===== src/rtl/ofifo_writeback_if.sv =====
`default_nettype none
// ============================================================================
//  Module   : ofifo_writeback_if
//  Brief    : OFIFO read port and psum SRAM write port seen by the writeback.
//  Revision : 1.0
// ============================================================================
interface ofifo_writeback_if #(
    parameter int COL     = 8,
    parameter int PSUM_BW = 16,
    parameter int ADDR_W  = 11
);
    logic                     ofifo_valid;
    logic [COL*PSUM_BW-1:0]   ofifo_data;
    logic                     ofifo_rd;
    logic                     mem_cen;
    logic                     mem_wen;
    logic [ADDR_W-1:0]        mem_addr;
    logic [COL*PSUM_BW-1:0]   mem_d;

    // master: the writeback engine; slave: the OFIFO/SRAM side
    modport master (
        input  ofifo_valid, ofifo_data,
        output ofifo_rd, mem_cen, mem_wen, mem_addr, mem_d
    );
    modport slave (
        output ofifo_valid, ofifo_data,
        input  ofifo_rd, mem_cen, mem_wen, mem_addr, mem_d
    );
endinterface
`default_nettype wire


===== src/rtl/ofifo_writeback.sv =====
`default_nettype none
// ============================================================================
//  Module   : ofifo_writeback
//  Brief    : Drains OFIFO vectors into the psum SRAM with optional lane ReLU.
//  Revision : 1.0
// ============================================================================
module ofifo_writeback #(
    parameter int COL     = 8,
    parameter int PSUM_BW = 16,
    parameter int ADDR_W  = 11,
    parameter int CNT_W   = 11
) (
    input  wire                 clk,
    input  wire                 reset,
    input  wire                 start,
    input  wire  [ADDR_W-1:0]   base_addr,
    input  wire  [CNT_W-1:0]    num_vec,
    input  wire                 relu_en,
    output logic                busy,
    output logic                done,
    ofifo_writeback_if.master   bus
);

    typedef enum logic [1:0] {
        S_IDLE  = 2'd0,
        S_DRAIN = 2'd1,
        S_FLUSH = 2'd2,
        S_DONE  = 2'd3
    } state_t;

    state_t                   r_state;
    state_t                   w_next;
    logic                     w_rd;
    logic [ADDR_W-1:0]        r_base;
    logic [CNT_W-1:0]         r_num;
    logic                     r_relu;
    logic [CNT_W-1:0]         r_rd_cnt;
    logic [CNT_W-1:0]         w_cnt_inc;
    logic [COL*PSUM_BW-1:0]   w_relu;

    assign w_cnt_inc   = r_rd_cnt + CNT_W'(1);
    assign bus.ofifo_rd = w_rd;

    // Pop is purely combinational so the fall-through head is consumed the same cycle.
    always_comb begin
        w_next = r_state;
        w_rd   = 1'b0;
        case (r_state)
            S_IDLE: begin
                if (start) begin
                    w_next = (num_vec == '0) ? S_DONE : S_DRAIN;
                end
            end
            S_DRAIN: begin
                w_rd = bus.ofifo_valid && (r_rd_cnt < r_num);
                if (w_rd && (w_cnt_inc == r_num)) begin
                    w_next = S_FLUSH;
                end
            end
            S_FLUSH: w_next = S_DONE;
            S_DONE:  w_next = S_IDLE;
            default: w_next = S_IDLE;
        endcase
    end

    always_ff @(posedge clk or posedge reset) begin
        if (reset) begin
            r_state <= S_IDLE;
            busy    <= 1'b0;
            done    <= 1'b0;
        end else begin
            r_state <= w_next;
            busy    <= (w_next != S_IDLE);
            done    <= (w_next == S_DONE);
        end
    end

    for (genvar l = 0; l < COL; l++) begin : g_lane
        assign w_relu[l*PSUM_BW +: PSUM_BW] =
            (r_relu && bus.ofifo_data[l*PSUM_BW + PSUM_BW - 1]) ? '0
                                                                : bus.ofifo_data[l*PSUM_BW +: PSUM_BW];
    end

    always_ff @(posedge clk or posedge reset) begin
        if (reset) begin
            r_base       <= '0;
            r_num        <= '0;
            r_relu       <= 1'b0;
            r_rd_cnt     <= '0;
            bus.mem_cen  <= 1'b1;
            bus.mem_wen  <= 1'b1;
            bus.mem_addr <= '0;
            bus.mem_d    <= '0;
        end else begin
            if ((r_state == S_IDLE) && start) begin
                r_base   <= base_addr;
                r_num    <= num_vec;
                r_relu   <= relu_en;
                r_rd_cnt <= '0;
            end
            // Address arithmetic wraps modulo the SRAM depth by truncation.
            if (w_rd) begin
                r_rd_cnt     <= w_cnt_inc;
                bus.mem_d    <= w_relu;
                bus.mem_addr <= r_base + ADDR_W'(r_rd_cnt);
                bus.mem_cen  <= 1'b0;
                bus.mem_wen  <= 1'b0;
            end else begin
                bus.mem_cen  <= 1'b1;
                bus.mem_wen  <= 1'b1;
            end
        end
    end

endmodule
`default_nettype wire

===== src/flat_wrapper.sv =====
// flat-port wrapper written by rule: the top's interface ports become plain ports
module ofifo_writeback_flat 
#(
    parameter int COL     = 8,
    parameter int PSUM_BW = 16,
    parameter int ADDR_W  = 11,
    parameter int CNT_W   = 11
)
  (clk, reset, start, base_addr, num_vec, relu_en, busy, done, bus_ofifo_valid, bus_ofifo_data, bus_ofifo_rd, bus_mem_cen, bus_mem_wen, bus_mem_addr, bus_mem_d);
  ofifo_writeback_if #(.COL(COL), .PSUM_BW(PSUM_BW), .ADDR_W(ADDR_W)) bus_i ();
  input  wire clk;
  input  wire reset;
  input  wire start;
  input  wire  [ADDR_W-1:0] base_addr;
  input  wire  [CNT_W-1:0] num_vec;
  input  wire relu_en;
  output logic busy;
  output logic done;
  input wire logic [$bits(bus_i.ofifo_valid)-1:0] bus_ofifo_valid;
  input wire logic [$bits(bus_i.ofifo_data)-1:0] bus_ofifo_data;
  output wire logic [$bits(bus_i.ofifo_rd)-1:0] bus_ofifo_rd;
  output wire logic [$bits(bus_i.mem_cen)-1:0] bus_mem_cen;
  output wire logic [$bits(bus_i.mem_wen)-1:0] bus_mem_wen;
  output wire logic [$bits(bus_i.mem_addr)-1:0] bus_mem_addr;
  output wire logic [$bits(bus_i.mem_d)-1:0] bus_mem_d;
  assign bus_i.ofifo_valid = bus_ofifo_valid;
  assign bus_i.ofifo_data = bus_ofifo_data;
  assign bus_ofifo_rd = bus_i.ofifo_rd;
  assign bus_mem_cen = bus_i.mem_cen;
  assign bus_mem_wen = bus_i.mem_wen;
  assign bus_mem_addr = bus_i.mem_addr;
  assign bus_mem_d = bus_i.mem_d;
  ofifo_writeback #(.COL(COL), .PSUM_BW(PSUM_BW), .ADDR_W(ADDR_W), .CNT_W(CNT_W)) u_core (.clk(clk), .reset(reset), .start(start), .base_addr(base_addr), .num_vec(num_vec), .relu_en(relu_en), .busy(busy), .done(done), .bus(bus_i));
endmodule

===== config.mk =====
export PLATFORM = sky130hd
export DESIGN_NAME = ofifo_writeback_flat
export DESIGN_NICKNAME = d
export VERILOG_FILES = /design/src/rtl/ofifo_writeback_if.sv /design/src/rtl/ofifo_writeback.sv /design/src/flat_wrapper.sv
export SDC_FILE = /design/constraint.sdc
export NUM_CORES = 1
export LEC_CHECK = 0
export BUFFER_PORTS_ARGS = -buffer_cell sky130_fd_sc_hd__clkbuf_2
export CELL_PAD_IN_SITES_DETAIL_PLACEMENT = 1
export CELL_PAD_IN_SITES_GLOBAL_PLACEMENT = 1
export CORE_MARGIN = 8
export CORE_UTILIZATION = 36
export CTS_CLUSTER_SIZE = 24
export DETAILED_ROUTE_END_ITERATION = 16
export GPL_TIMING_DRIVEN = 0
export PLACE_DENSITY = 0.78
export SYNTH_ARGS = -nofsm -noshare
export SYNTH_HDL_FRONTEND = slang
export SYNTH_SLANG_ARGS = --single-unit

===== constraint.sdc =====
create_clock -name clk -period 6.81 [get_ports clk]
set_clock_uncertainty 0.05 [all_clocks]
set_input_delay 1.362 -clock clk [delete_from_list [all_inputs] [get_ports clk]]
set_output_delay 1.362 -clock clk [all_outputs]
set_load 0.005 [all_outputs]

==> run_results.csv <==
group,metric,value,unit
final_layout,fin_util,47.8,%
global_routing,antenna_found_initial,2,
timing,rsz0062_at_grt,"no",
setup_path,end_kind,"output port",
pwr,ir_drop,0.171,mV
die,initial_core_util,36.5,%
clocking,post_cts_buffers,0,
route,drt_pass1_iterations,4,
global_routing,grt-ovfl-total,0,
timing,finalSetupViolations,0,
global_routing,grt_pass1_vias,7985,
global_routing,grt_max_degree,92,
setup_path,crit_type,"flop to output port",
final_layout,drive_gt1_share,29.6,%
route,drtAntennaViolNets,0,
pwr,p_leak,5.76,nW
route,vias,7383,
clocking,cts_buffers,17,
route,vias_per_cell,4.95,
clocking,clkLatencyLatePin,430,ps
clocking,cts_htree_levels,4,
pwr,powerDensity,281,nW/um2
worst_hold_path,hold_class,"flop to flop",
synthesis,synth_seq_cells,178,
placed_design,place.gp.congestion,0.835,
timing,fin_crit,4530,ps
synthesis,syn_area,7950,um2
final_layout,layout.nets,1373,
synthesis,yosysWarnings,0,
clocking,clkTransAtPathRegs,80,ps
synthesis,synth_cells,877,
clocking,postCtsHoldBufs,0,
clocking,cts_resized,0,
die,die_x,165,um
clocking,cts_sinks,178,
synthesis,async_flop_share,100,%
synthesis,synth_area_per_cell,9.06,um2
die,core,21800,um2
synthesis,ys_seq_area_share,56.1,%
clocking,cts-root-buf,"clkbuf_16",
die,die-area,27100,um2
setup_path,cp-start-kind,"flop",
die,io_pins,299,
clocking,cts_tree,"built",
final_layout,syn_to_final_growth,30.9,%
timing,finalHoldViolations,0,
route,wire_per_inst,19.9,um
setup_path,required,5400,ps
run_status,outcome,"finished, final reports clean",
synthesis,ys.flop_type,"dfrtp_1",
timing,tightest_slew,668,ps
setup_path,critPathMaxFanout,10,
route,initialDrtViolationCount,445,
die,fp.dieH,165,um
pwr,power,2.93,mW
route,routed_wl,29.6,mm
timing,slew_violations,0,
synthesis,syn_nets,1055,
placed_design,portBuffers,298,
placed_design,hpwl,22.9,mm
timing,period_share,66.5,%
die,core.rowCount,54,
global_routing,grt_usage,21.7,%
global_routing,grt_pass1_wl,45.3,mm
route,drc,0,
final_layout,nFillCells,2711,
clocking,clk_path_buf_depth,2,
timing,fmax,221,MHz
setup_path,arrival,3120,ps
timing,relSlewSlack,55.5,%
synthesis,synth_edf_count,0,
synthesis,ys_types,46,
flow_run,cap_viol_max_count,0,
-- state kept, by name, summed over array words and instances, names as in the netlist --
register and count:
u_core.bus.mem_d 128, u_core.bus.mem_addr 11, u_core.r_state 2, u_core.bus.mem_cen 1
u_core.r_rd_cnt 11, u_core.r_base 11, u_core.busy 1, u_core.done 1
u_core.r_num 11, u_core.r_relu 1
-- power by group --
part           switching [mW]  internal (mW)
Clock                   0.479          0.489
Combinational           0.371          0.289
Sequential              0.105           1.19
Total                   0.955           1.97
-- Yosys cell counts, types with 3 or more instances --
cell type | n | area (um2)
nand2_1 | 338 | 1270
dfrtp_1 | 177 | 4430
nand3_1 | 125 | 626
clkbuf_1 | 37 | 139
ha_1 | 22 | 275
o21ai_0 | 22 | 110
inv_1 | 19 | 71.3
xnor2_1 | 16 | 140
nor2_1 | 14 | 52.6
buf_2 | 12 | 60.1
a21oi_1 | 9 | 45.0
mux2_2 | 9 | 101
nand3b_1 | 9 | 67.6
mux2i_1 | 8 | 80.1
xor2_1 | 8 | 70.1
a211oi_1 | 5 | 37.5
a21o_1 | 4 | 30.0
nor3_1 | 4 | 20.0
nor4_1 | 4 | 25.0
o211ai_1 | 3 | 22.5
-- worst max-delay path, cell delays in order, from the launching register on --
cell      delay (ps)
dfrtp_1          490
ha_1             360
a21o_1           190
a211oi_1         230
o21ai_1          160
nor4_4           510
clkbuf_1         510
clkbuf_2         220
-- path summary, 6_finish.rpt --
kind | start | endpoint | slack, ps | cells past startpoint
max | u_core.r_rd_cnt[6] | bus_ofifo_rd | 2280 | 7
min | u_core.bus.mem_d[79] | u_core.bus.mem_d[79] | 410 | 2
max reg2reg | u_core.r_rd_cnt[6] | u_core.bus.mem_d[30] | 3460 | 9
min reg2reg | u_core.bus.mem_d[79] | u_core.bus.mem_d[79] | 410 | 2
max in group asynchronous | reset | u_core.bus.mem_d[95] | 4870 | 3
min in group asynchronous | reset | u_core.bus.mem_addr[5] | 950 | 2
-- cell type report --
type	instances	area, um2	area share (%)
Sequential cell	178	4460	42.8
Multi-Input combinational cell	628	3200	30.8
Timing Repair Buffer	299	1520	14.6
Clock buffer	18	429	4.13
Tap cell	280	350	3.37
Buffer	51	210	2.02
Clock inverter	14	140	1.35
Inverter	20	82.6	0.794
Antenna cell	3	7.51	0.0722
-- per-layer routing --
layer	GRT usage [%]	wire length, um
met5	0	0
met4	6.96	531
met3	4.71	2000
met1	25.2	11700
met2	39.0	15400
-- through the flow --
| stage | instances | TNS (ps) | worst slack, ps | hold slack (ps) | instance area, um2 |
|---|---|---|---|---|---|
| 2_1_floorplan | 877 | 0 | 569 | 400 | 7950 |
| 3_3_place_gp | 1455 | -327520 | -1870 | 399 | 9790 |
| 3_5_place_dp | 1456 | 0 | 2260 | 405 | 9820 |
| 4_1_cts | 1488 | 0 | 2190 | 421 | 10400 |
| 5_1_grt | 1490 | 0 | 2040 | 445 | 10400 |
| 6_report | 1491 | 0 | 2280 | 415 | 10400 |
-- layout by cell type, fill, tap and decap left out, types with 9 or more instances in the layout --
cell type / instances
a21oi_1: 9
clkbuf_16: 17
nand2_1: 338
clkbuf_2: 298
nand3_1: 125
inv_1: 18
mux2_2: 9
nand3b_1: 9
clkbuf_1: 38
ha_1: 22
nor2_1: 14
buf_2: 12
o21ai_0: 22
dfrtp_1: 177
xnor2_1: 16
-- kinds of logic after synthesis --
| group | synth area share [%] |
|---|---|
| buffers and inverters | 3.59 |
| AND/OR/NAND/NOR | 27.2 |
| AO/OA/AOI/OAI | 4.46 |
| flip-flops | 56.1 |
| XOR/XNOR | 2.65 |
| multiplexers | 2.28 |
| adder cells (fa/ha/maj) | 3.72 |
(Power assumes the default switching activity.)
